<file path="src/rtl/alu_pkg.sv">
// Shared ALU opcodes and sequencer state encoding.
package alu_pkg;

  localparam logic [2:0] ALU_ADD   = 3'b000;
  localparam logic [2:0] ALU_SUB   = 3'b001;
  localparam logic [2:0] ALU_AND   = 3'b010;
  localparam logic [2:0] ALU_OR    = 3'b011;
  localparam logic [2:0] ALU_XOR   = 3'b100;
  localparam logic [2:0] ALU_SHL   = 3'b101;
  localparam logic [2:0] ALU_PASSA = 3'b110;
  localparam logic [2:0] ALU_PASSB = 3'b111;

  typedef enum logic [1:0] {
    ST_IDLE = 2'd0,
    ST_RUN  = 2'd1,
    ST_DONE = 2'd2
  } seq_state_e;

endpackage

</file>
<file path="src/rtl/vector_alu_sequencer.sv">
// Time-multiplexes one external scalar ALU across the lanes of a vector op.
//
// state   | meaning
// --------+-------------------------------------------------------------
// IDLE    | waiting for an op; in_ready high; operands captured on accept
// RUN     | one lane per cycle through the ALU; result and flags build up
// DONE    | result vector and flags held until the output handshake
module vector_alu_sequencer
  import alu_pkg::*;
#(
  parameter int LANES  = 4,
  parameter int ELEM_W = 48
) (
  input  logic                      clk,
  input  logic                      rst,
  input  logic                      in_valid,
  output logic                      in_ready,
  input  logic [2:0]                in_op,
  input  logic [LANES*ELEM_W-1:0]   in_a,
  input  logic [LANES*ELEM_W-1:0]   in_b,
  input  logic [LANES-1:0]          in_mask,
  output logic [ELEM_W-1:0]         alu_a,
  output logic [ELEM_W-1:0]         alu_b,
  output logic [2:0]                alu_sel,
  input  logic [ELEM_W-1:0]         alu_out,
  input  logic                      alu_n,
  input  logic                      alu_z,
  input  logic                      alu_v,
  input  logic                      alu_c,
  output logic                      out_valid,
  input  logic                      out_ready,
  output logic [LANES*ELEM_W-1:0]   out_result,
  output logic                      out_n,
  output logic                      out_z,
  output logic                      out_v,
  output logic                      out_c
);

  localparam int LW = (LANES > 1) ? $clog2(LANES) : 1;
  localparam logic [LW-1:0] LAST_LANE = LW'(LANES - 1);

  seq_state_e state_q, state_d;

  logic [LW-1:0]           lane_q;
  logic [2:0]              op_q;
  logic [LANES*ELEM_W-1:0] a_q, b_q, res_q;
  logic [LANES-1:0]        mask_q;
  logic                    n_acc, z_acc, v_acc, c_acc;
  logic                    valid_q;

  logic [ELEM_W-1:0]       a_lane, b_lane;
  logic                    lane_en;
  logic                    last_lane;

  // Current-lane operand slices come only from registered state.
  assign a_lane    = a_q[lane_q*ELEM_W +: ELEM_W];
  assign b_lane    = b_q[lane_q*ELEM_W +: ELEM_W];
  assign lane_en   = mask_q[lane_q];
  assign last_lane = (lane_q == LAST_LANE);

  assign out_valid  = valid_q;
  assign out_result = res_q;
  assign out_n      = n_acc;
  assign out_z      = z_acc;
  assign out_v      = v_acc;
  assign out_c      = c_acc;

  // State register.
  always_ff @(posedge clk) begin
    if (rst) state_q <= ST_IDLE;
    else     state_q <= state_d;
  end

  // Next-state decode plus in_ready and the ALU drive.
  always_comb begin
    state_d  = state_q;
    in_ready = 1'b0;
    alu_sel  = ALU_PASSA;
    alu_a    = '0;
    alu_b    = '0;
    case (state_q)
      ST_IDLE: begin
        in_ready = ~rst;
        if (in_valid) state_d = ST_RUN;
      end
      ST_RUN: begin
        alu_sel = op_q;
        alu_a   = a_lane;
        alu_b   = b_lane;
        if (last_lane) state_d = ST_DONE;
      end
      ST_DONE: begin
        if (out_ready) state_d = ST_IDLE;
      end
      default: state_d = ST_IDLE;
    endcase
  end

  // Operand capture, per-lane result/flag accumulation and the output valid.
  always_ff @(posedge clk) begin
    if (rst) begin
      lane_q  <= '0;
      op_q    <= ALU_ADD;
      a_q     <= '0;
      b_q     <= '0;
      mask_q  <= '0;
      res_q   <= '0;
      n_acc   <= 1'b0;
      z_acc   <= 1'b0;
      v_acc   <= 1'b0;
      c_acc   <= 1'b0;
      valid_q <= 1'b0;
    end else begin
      case (state_q)
        ST_IDLE: begin
          if (in_valid) begin
            op_q   <= in_op;
            a_q    <= in_a;
            b_q    <= in_b;
            mask_q <= in_mask;
            lane_q <= '0;
            n_acc  <= 1'b0;
            z_acc  <= 1'b1;
            v_acc  <= 1'b0;
            c_acc  <= 1'b0;
          end
        end
        ST_RUN: begin
          // Disabled lanes pass A through but still cost a cycle, keeping latency fixed.
          res_q[lane_q*ELEM_W +: ELEM_W] <= lane_en ? alu_out : a_lane;
          if (lane_en) begin
            n_acc <= n_acc | alu_n;
            v_acc <= v_acc | alu_v;
            c_acc <= c_acc | alu_c;
            z_acc <= z_acc & alu_z;
          end
          if (last_lane) begin
            lane_q  <= '0;
            valid_q <= 1'b1;
          end else begin
            lane_q  <= lane_q + 1'b1;
          end
        end
        ST_DONE: begin
          if (out_ready) valid_q <= 1'b0;
        end
        default: valid_q <= 1'b0;
      endcase
    end
  end

endmodule
</file>
<file path="config.mk">
export PLATFORM = sky130hd
export DESIGN_NAME = vector_alu_sequencer
export DESIGN_NICKNAME = d
export VERILOG_FILES = /design/src/rtl/alu_pkg.sv /design/src/rtl/vector_alu_sequencer.sv
export SDC_FILE = /design/constraint.sdc
export NUM_CORES = 1
export LEC_CHECK = 0
export CELL_PAD_IN_SITES_DETAIL_PLACEMENT = 0
export CELL_PAD_IN_SITES_GLOBAL_PLACEMENT = 1
export CORE_AREA = 2 2 286 288
export DETAILED_ROUTE_END_ITERATION = 10
export DIE_AREA = 0 0 288 290
export GPL_TIMING_DRIVEN = 0
export PLACE_DENSITY_LB_ADDON = 0.08
export SKIP_CTS_REPAIR_TIMING = 1
export SLEW_MARGIN = 15
export SYNTH_ARGS = -nofsm -noshare
export SYNTH_HDL_FRONTEND = slang
export SYNTH_SLANG_ARGS = --single-unit
export TNS_END_PERCENT = 5
</file>
<file path="constraint.sdc">
create_clock -name clk -period 3.37 [get_ports clk]
set_input_delay 0.337 -clock clk [delete_from_list [all_inputs] [get_ports clk]]
set_output_delay 0.337 -clock clk [all_outputs]
set_load 0.01 [all_outputs]
</file>
# Word level (Yosys, flattened, before mapping)
# Index checks and enable logic that the tools add are counted.
dict set report totals {
  inputBits 447
  reg_bits 592
  out_inout_bits 297
  wordCells 68
}
dict set report op_classes {
  bitwise_logic 6
  n_lt_le_gt_ge 1
  mul 1
  n_eq_ne 7
  n_shift 4
  addsub 2
  reduce_logical 7
  muxes 28
}
# cell n
set ops {}
lappend ops {{$shiftx A192 B9 Y48} 2}
lappend ops {{$bwmux W192} 1}
lappend ops {{$shift A48 B34 Y192 const A} 1}
lappend ops {{$shiftx A48 B34 Y192} 1}
lappend ops {{$mux W48} 3}
lappend ops {{$neg A8 Y34} 1}
lappend ops {{$mux W1} 10}
lappend ops {{$mux W2} 5}
lappend ops {{$reduce_and A3 Y1} 3}
lappend ops {{$ne A2 B2 Y1 const B} 4}
lappend ops {{$pmux W1 S2} 4}
lappend ops {{$pmux W2 S3} 1}
lappend ops {{$eq A2 B2 Y1 const B} 2}
lappend ops {{$mul A2 B2 Y4 const B} 1}
lappend ops {{$pmux W2 S2} 1}
lappend ops {{$reduce_and A2 Y1} 2}
lappend ops {{$lt A2 B3 Y1 const B} 1}
lappend ops {{$mux W3} 1}
lappend ops {{$or A1 B1 Y1} 3}
lappend ops {{$pmux W1 S3} 1}
lappend ops {{$add A2 B1 Y2 const B} 1}
lappend ops {{$bmux W1 S2} 1}
lappend ops {{$eq A2 B1 Y1 const B} 1}
lappend ops {{$logic_not A2 Y1} 1}
lappend ops {{other kinds (3)} 4}

# Longest topological paths before layout
# Gate-level depths: netlist (run 1).
dict set report depth {
  word_depth 5
  mapped_depth 14
  mapped_depth_nobuf 6
}

# Worst setup path before layout (run 1)
# No wires, ideal clock.
dict set report synth_timing {
  path_type {register to register}
  from {register lane_q[1]}
  to {register res_q[32], in the netlist out_result[32]}
  setup_time_ns 0.076
  path_buffers 6
  slack_ns -0.034
  path_stages_with_launch 13
  t_required_ns 3.294
  period_less_slack_ns 3.404
  arrival_time_ns 3.328
  path_cell_list {dfxtp_1 > buf_2 > buf_2 > buf_1 > buf_1 > inv_1 > ha_1 > clkbuf_1 > buf_2 > or3b_1 > nor2_1 > nand2_1 > o22ai_1}
}
dict set report synth_between {
  elab_chain_cells 5
  word_cells_on_any_way 9
  classes_between {add/sub: 1; mul: 1; shift: 3; mux: 4}
}
# element line_no
set synth_rtl {}
lappend synth_rtl {{start, declared} vector_alu_sequencer.sv:44} ;# logic [LW-1:0] lane_q;
lappend synth_rtl {{start signal, assigned} vector_alu_sequencer.sv:141} ;# lane_q <= lane_q + 1'b1;
lappend synth_rtl {{$mul A2 B2 Y4 / $bmux W1 S2 (equally long branches)} {vector_alu_sequencer.sv:56, vector_alu_sequencer.sv:130, vector_alu_sequencer.sv:58}}
lappend synth_rtl {{$shiftx A192 B9 Y48 / $mux W1 (equally long branches)} {vector_alu_sequencer.sv:56, vector_alu_sequencer.sv:58}}
lappend synth_rtl {{$mux W48} vector_alu_sequencer.sv:130} ;# res_q[lane_q*ELEM_W +: ELEM_W] <= lane_en ? alu_out : a_lane;
lappend synth_rtl {{$shiftx A48 B34 Y192} vector_alu_sequencer.sv:130}
lappend synth_rtl {{$bwmux W192 *} vector_alu_sequencer.sv:130}
lappend synth_rtl {{end signal, assigned by index} vector_alu_sequencer.sv:130}
lappend synth_rtl {{end, declared} vector_alu_sequencer.sv:46} ;# logic [LANES*ELEM_W-1:0] a_q, b_q, res_q;
# Mark *: on every way between the ends. The rest lies on a longest branch, timed or not. The select of a mux whose other input is x is not followed.
# A chain may end at the register's enable or synchronous reset.

# Final worst setup path (run 1)
dict set report layout_timing {
  from {input port rst}
  to {output port in_ready}
}
dict set report layout_between {
  elab_chain_cells 2
}
# element line_no
set layout_rtl {}
lappend layout_rtl {{start, declared} vector_alu_sequencer.sv:15} ;# input logic rst,
lappend layout_rtl {{$not A1 Y1} vector_alu_sequencer.sv:83} ;# in_ready = ~rst;
lappend layout_rtl {{$mux W1} vector_alu_sequencer.sv:81} ;# case (state_q)
lappend layout_rtl {{end, declared} vector_alu_sequencer.sv:17} ;# output logic in_ready,
# Every way passes these cells.

==> results of run 1 <==
[worst register-to-register path, stage by stage, from the launching register on]
cell and delay, ps:
dfxtp_2 400, buf_6 210, buf_6 220, buf_8 220, buf_6 210, inv_1 100, ha_2 480, buf_6 220
clkbuf_1 450, clkbuf_2 450, nand2_1 110, a21oi_1 140
[registers in the layout, indices dropped and copies added, names as in the netlist]
signal      cells
a_q           192
b_q           192
lane_q          2
mask_q          4
op_q            3
out_c           1
out_n           1
out_result    192
out_v           1
out_valid       1
out_z           1
state_q         2
[cells in the final DEF (no fill, tap or decap), types with 30 or more instances in the layout]
cell type        count
a21boi_0            41
a21oi_1            441
a221oi_1            63
a22oi_1             97
and2_1              98
clkbuf_1           191
clkbuf_16           75
clkdlybuf4s50_1    716
dfxtp_1            590
mux2_2              30
mux4_2              99
nand2_1            888
nor2_1              30
[cell families (layout without fill, tap and decap cells)]
family,after synthesis,count (layout)
adder cells (fa/ha/maj),7,7
AO/OA/AOI/OAI,799,799
multiplexers,154,154
other,0,12
AND/OR/NAND/NOR,1078,1078
XOR/XNOR,3,3
flip-flops,592,592
buffers and inverters,261,1131
[worst min-delay path by stage]
stage          slack, ps  endpoint  cells after the start  startpoint
3_3_place_gp         440   a_q[32]                      2     a_q[32]
6_report             270   b_q[95]                      3    in_b[95]
2_1_floorplan        430   op_q[1]                      2     op_q[1]
3_5_place_dp         440   op_q[2]                      2     op_q[2]
5_1_grt              260  a_q[171]                      3   in_a[171]
4_1_cts              240   b_q[95]                      3    in_b[95]
[metal layers]
metal,vias to the layer above,share of wire (%)
met5,-,0.18
met4,42,4.0
met3,300,9.3
met2,1349,48
met1,13193,38
li1,11850,-
[power by group through the flow]
stage	Clock, W	Sequential [W]	Combinational, W
3_3_place_gp	0	0.00764	0.00299
2_1_floorplan	0	0.00758	0.00134
3_5_place_dp	0	0.00765	0.00301
6_report	0.00813	0.00750	0.00312
5_1_grt	0.00847	0.00753	0.00326
4_1_cts	0.00821	0.00750	0.00302
[synthesized netlist by cell type (6+ instances only)]
library cell	number
nand2_1	888
ha_1	7
a22o_1	27
nand2b_1	6
nand3b_1	6
nand3_1	6
a22oi_1	97
a221oi_1	63
nor3_1	14
a311oi_1	15
o21ai_0	16
clkbuf_1	215
a21boi_0	41
buf_2	24
mux2_4	18
a32o_1	8
a21oi_1	441
buf_6	9
mux2i_1	7
buf_1	7
mux4_2	99
and2_1	101
dfxtp_1	592
mux2_2	30
a211oi_1	27
a32oi_1	10
nor2_1	34
o2bb2ai_1	17
o22ai_1	16
[area by class of cell]
class                           count  area [um^2]  share of cell area [%]
Multi-Input combinational cell   2041        12700                    34.0
Buffer                            254         1300                    3.50
Timing Repair Buffer              751         7590                    20.4
Inverter                            4         15.0                  0.0403
Sequential cell                   592        11900                    31.9
Clock inverter                     20          325                   0.874
Tap cell                         1060         1330                    3.56
Antenna cell                       12         30.0                  0.0807
Clock buffer                      102         2120                    5.69
[through the flow]
stage          utilization (%)  setup WS, ps  cells  setup TNS [ps]  power [W]
6_report                  46.4         -98.1   4836            -420     0.0188
5_1_grt                   46.4          -171   4829           -3920     0.0193
3_3_place_gp              42.7         -2090   4697         -420040     0.0106
4_1_cts                   45.8         -2160   4819         -455000     0.0187
3_5_place_dp              42.7         -2130   4697         -399230     0.0107
2_1_floorplan                -           110   2894               0    0.00892
==> results.toml, run 1 <==
[pwr]
p_comb_share_pct = 16.7
power.density_mw_per_mm2 = 504
seq_power_share_pct = 40.0
switchingPower_w = 0.00523
clock_power_share_pct = 43.4
sw_frac_of_total_pct = 27.9
ir_drop_uv = 310
internal_power_w = 0.0135
leakagePower_nw = 13.4

[drt]
viasPerCell = 5.53
routedWlPerCell_um = 29.9
detail_route.first_pass.iterations = 7
wirelength_mm = 144
first_iter_violations = 2273
drc = 0
ant_nets = 0
vias = 26734

[cells_and_area]
drive_above_1_share_pct = 9.86
layout.nets = 4169
nFillCells = 7921
stdcell_area_mm2 = 0.0372
syn_to_final_growth_pct = 46.3

[sta]
rsz0062_at_grt = "true"
drv_slew = 0
fin_ws_ps = -98.1
min_period_ps = 3470
fin_crit_sh_pct = 103
max_freq_mhz = 288
tightest_slew_ps = 1110
hold_slack_ps = 268
setup_viol = 13
hold_viol_final = 0
fin_skew_ps = 26.9
relSlewSlack_pct = 26.3

[setup_path]
worst-path-stages = 6
crit_chain = "clkdlybuf4s50_1 > clkbuf_2 > clkbuf_2 > clkbuf_2 > nor3_1 > clkdlybuf4s50_1"
rrSetupSlack_ps = 60
crit_path_start = "rst"
crit_path_start_kind = "primary input"
crit_path_end = "in_ready"
slowest_stage = "clkdlybuf4s50_1"
required_ps = 3030
path_delay_family = "buffers and inverters"
cp_common_cell = "clkbuf_2"
max_stage_delay_ps = 650
worstSetupPathType = "primary input to primary output"
rr_startpoint = "lane_q[1]"
reg2reg_to = "lane_q[1]"
crit_fanout = 10
ff2ff_path_depth = 11
path_buf_inv = 5
critPathCaptureType = "primary output"
cp.arrival_ps = 3130

[synthesis]
yosys.area_share.simple_pct = 17.5
synth_top_family_by_area = "compound AO/OA/AOI/OAI gates"
yosys-top-cells-area = "dfxtp_1, nand2_1, mux4_2"
synth_compound_area_share_pct = 19.8
synth_xor_area_share_pct = 0.103
synth_edf_count = 0
avgSynthCellArea_um2 = 8.79
ys.flop_type = "dfxtp_1"
ys_seq_area_share_pct = 46.6
synth_seq_cells = 592
ys_warn_count = 0
netlist_instances = 2894
synth_top_area_cell = "dfxtp_1"
synthAdderAreaFrac_pct = 0.344
synthDominantCellAreaShare_pct = 46.6
syn_area_mm2 = 0.0255
synth_nets = 3348
synth_mux_area_share_pct = 11.4
ys_types = 58
ys_async_sr_fraction_pct = 0

[clock_network]
cts_max_path_buffers = 3
cts.sinks = 592
cts_buffers = 71
h-tree-depth = 3
cts.clk_slew.worst_paths_ps = 60
clock-root-buffer = "clkbuf_16"
clkLatencyLatePin_ps = 630
cts_tree = "built"

[hold_path]
min_path_type = "primary input to register"

[global_routing]
busiest_layer = "met2"
grt_pass1_vias = 27073
grtUsageMet2_pct = 57.3
use_met1_pct = 39.9
grt_use_met3_pct = 9.08
antenna_found_initial = 30
grt_max_degree = 15
grt.overflow.total = 0
grt_first_pass_wirelength_mm = 200
grt.total_usage_pct = 33.5

[status]
status = "finished, violations left"
violations = "setup timing"

[floorplan]
rows = 104
die_area_mm2 = 0.0835
die_h_um = 290
start_util_pct = 31.8
coreArea_mm2 = 0.0802
die-width_um = 288
io_pins = 744

[placed_design]
place_congestion = 0.928
place_hpwl_mm = 115
placed_cell_area_mm2 = 0.0342
place.port_buffers = 743

[job]
drv_cap = 0
No activity file was read; power rests on OpenSTA's default activity.
==> run 2: changes to the inputs <==
--- a/config.mk
+++ b/config.mk
@@ -5,6 +5,7 @@
 export SDC_FILE = /design/constraint.sdc
 export NUM_CORES = 1
 export LEC_CHECK = 0
+export CAP_MARGIN = 40
 export CELL_PAD_IN_SITES_DETAIL_PLACEMENT = 0
 export CELL_PAD_IN_SITES_GLOBAL_PLACEMENT = 1
 export CORE_AREA = 2 2 286 288
@@ -12,6 +13,7 @@
 export DIE_AREA = 0 0 288 290
 export GPL_TIMING_DRIVEN = 0
 export PLACE_DENSITY_LB_ADDON = 0.08
+export SETUP_SLACK_MARGIN = 0.1
 export SKIP_CTS_REPAIR_TIMING = 1
 export SLEW_MARGIN = 15
 export SYNTH_ARGS = -nofsm -noshare
==> results.toml, run 2 (synthesized netlist as in run 1, its figures left out) <==
[global_routing]
grt.overflow.total = 0
antenna_found_initial = 32
grt_pass1_vias = 26862
grt_max_degree = 14
grt.total_usage_pct = 33.4
grt_first_pass_wirelength_mm = 199

[setup_path]
rr_startpoint = "lane_q[1]"
ff2ff_path_depth = 11
rrSetupSlack_ps = 120
crit_path_start_kind = "register"
max_stage_delay_ps = 510
path_buf_inv = 6
slowest_stage = "mux4_2"
path_delay_family = "buffers and inverters"
cp.arrival_ps = 3140
crit_chain = "buf_12 > buf_12 > buf_12 > buf_12 > buf_8 > mux4_2 > and2_1 > clkdlybuf4s50_1"
required_ps = 3030
worstSetupPathType = "register to primary output"
critPathCaptureType = "primary output"
reg2reg_to = "out_result[111]"
crit_fanout = 10
cp_common_cell = "buf_12"

[cells_and_area]
mostFrequentLayoutCells = "nand2_1, clkdlybuf4s50_1, dfxtp_1"
layout.nets = 4181
multi_input_comb_area_mm2 = 0.0127
nFillCells = 7895
syn_to_final_growth_pct = 46.7
drive_above_1_share_pct = 10.4
register_area_mm2 = 0.0119
stdcell_area_mm2 = 0.0373
final_common_cell = "nand2_1"

[pwr]
clock_power_share_pct = 42.5
leakagePower_nw = 13.4
power.density_mw_per_mm2 = 497
switchingPower_w = 0.00526
p_comb_share_pct = 17.0
internal_power_w = 0.0133
sw_frac_of_total_pct = 28.3
ir_drop_uv = 336
seq_power_share_pct = 40.4

[drt]
first_iter_violations = 2339
ant_nets = 0
viasPerCell = 5.53
wirelength_mm = 144
detail_route.first_pass.iterations = 6
vias = 26806
drc = 0
routedWlPerCell_um = 29.8

[clock_network]
clkLatencyLatePin_ps = 630
h-tree-depth = 3
cts_tree = "built"
clock-root-buffer = "clkbuf_16"
cts.clk_slew.worst_paths_ps = 60
cts_max_path_buffers = 3
cts_buffers = 69
cts.sinks = 592

[sta]
relSlewSlack_pct = 39.7
setup_viol = 31
min_period_ps = 3480
fin_crit_sh_pct = 103
fin_skew_ps = 30.5
drv_slew = 0
tns_ps = -1270
max_freq_mhz = 288
fin_ws_ps = -107
tightest_slew_ps = 904
hold_viol_final = 0
rsz0062_at_grt = "true"
hold_slack_ps = 263

[floorplan]
coreArea_mm2 = 0.0802
rows = 104
io_pins = 744
die-width_um = 288
start_util_pct = 31.8
die_area_mm2 = 0.0835
die_h_um = 290

[hold_path]
min_from = "in_b[109]"
min_path_cells = 3
min_path_type = "primary input to register"
min_to = "b_q[109]"

[job]
drv_cap = 0

[placed_design]
place_ws_ps = -1870
place.port_buffers = 743
placed_cell_area_mm2 = 0.0344
place_hpwl_mm = 115
place_congestion = 0.928

[status]
violations = "setup timing"
status = "finished, violations left"
-- run 2: cell count changes in the layout (fill, tap and decap cells not counted), moves of 2 or more --
cell / before / now
a221oi_1: 63 / 60
clkbuf_16: 75 / 72
bufinv_16: 8 / 6
clkbuf_2: 21 / 23
dlymetal6s2s_1: 27 / 21
clkbuf_4: 14 / 7
buf_6: 11 / 20
buf_12: 7 / 9
a221oi_2: 0 / 3
clkdlybuf4s50_1: 716 / 722
buf_8: 4 / 9
inv_6: 0 / 3
buf_4: 10 / 17
-- run 2: layer usage --
metal  up-vias  wire length [um]  track usage, %
met2      1345             69300            56.5
met4        42              6210            13.4
met3       304             13800            10.3
met5         -               254               0
li1      11860                 -               -
met1     13255             54700            39.0
-- run 2: worst max path at each step --
stage	startpoint	to	slack [ps]	cells after the start
after detailed placement	lane_q[1]	out_result[137]	-1870	14
final	lane_q[0]	alu_b[39]	-110	8
after floorplan	lane_q[1]	out_result[32]	110	12
after CTS	lane_q[1]	out_result[141]	-1890	14
after global routing	lane_q[0]	alu_b[39]	-180	8
after global placement	lane_q[1]	out_result[141]	-2090	13
-- run 2: cell type report --
class / count / area share, %
multi-input cells: 2041 / 34.0
flip-flops and latches: 592 / 31.8
repair buffers: 764 / 20.7
clock buffers: 102 / 5.53
plain buffers: 255 / 3.61
well taps: 1060 / 3.55
clock inverters: 20 / 0.744
diodes: 12 / 0.0804
inverters: 4 / 0.0402
-- run 2: power groups by stage --
stage	sequential, W	combinational, W	clock (W)
final	0.00750	0.00316	0.00789
after global routing	0.00753	0.00330	0.00822
after CTS	0.00750	0.00304	0.00795
after detailed placement	0.00765	0.00303	0
after global placement	0.00764	0.00299	0
after floorplan	0.00758	0.00134	0
-- run 2: per-stage QoR --
stage | total power, W | cells | utilization [%]
2_1_floorplan | 0.00892 | 2894 | -
3_5_place_dp | 0.0107 | 4707 | 42.9
4_1_cts | 0.0185 | 4829 | 45.8
3_3_place_gp | 0.0106 | 4697 | 42.7
5_1_grt | 0.0190 | 4845 | 46.6
6_report | 0.0186 | 4850 | 46.6
-- run 2: worst register-to-register path, stage by stage, from the launching register on --
cell	delay (ps)
dfxtp_4	390
buf_8	180
buf_8	200
buf_6	180
buf_8	170
buf_6	190
inv_1	130
ha_4	370
buf_8	180
or3b_4	470
nor3_1	510
a22o_1	230
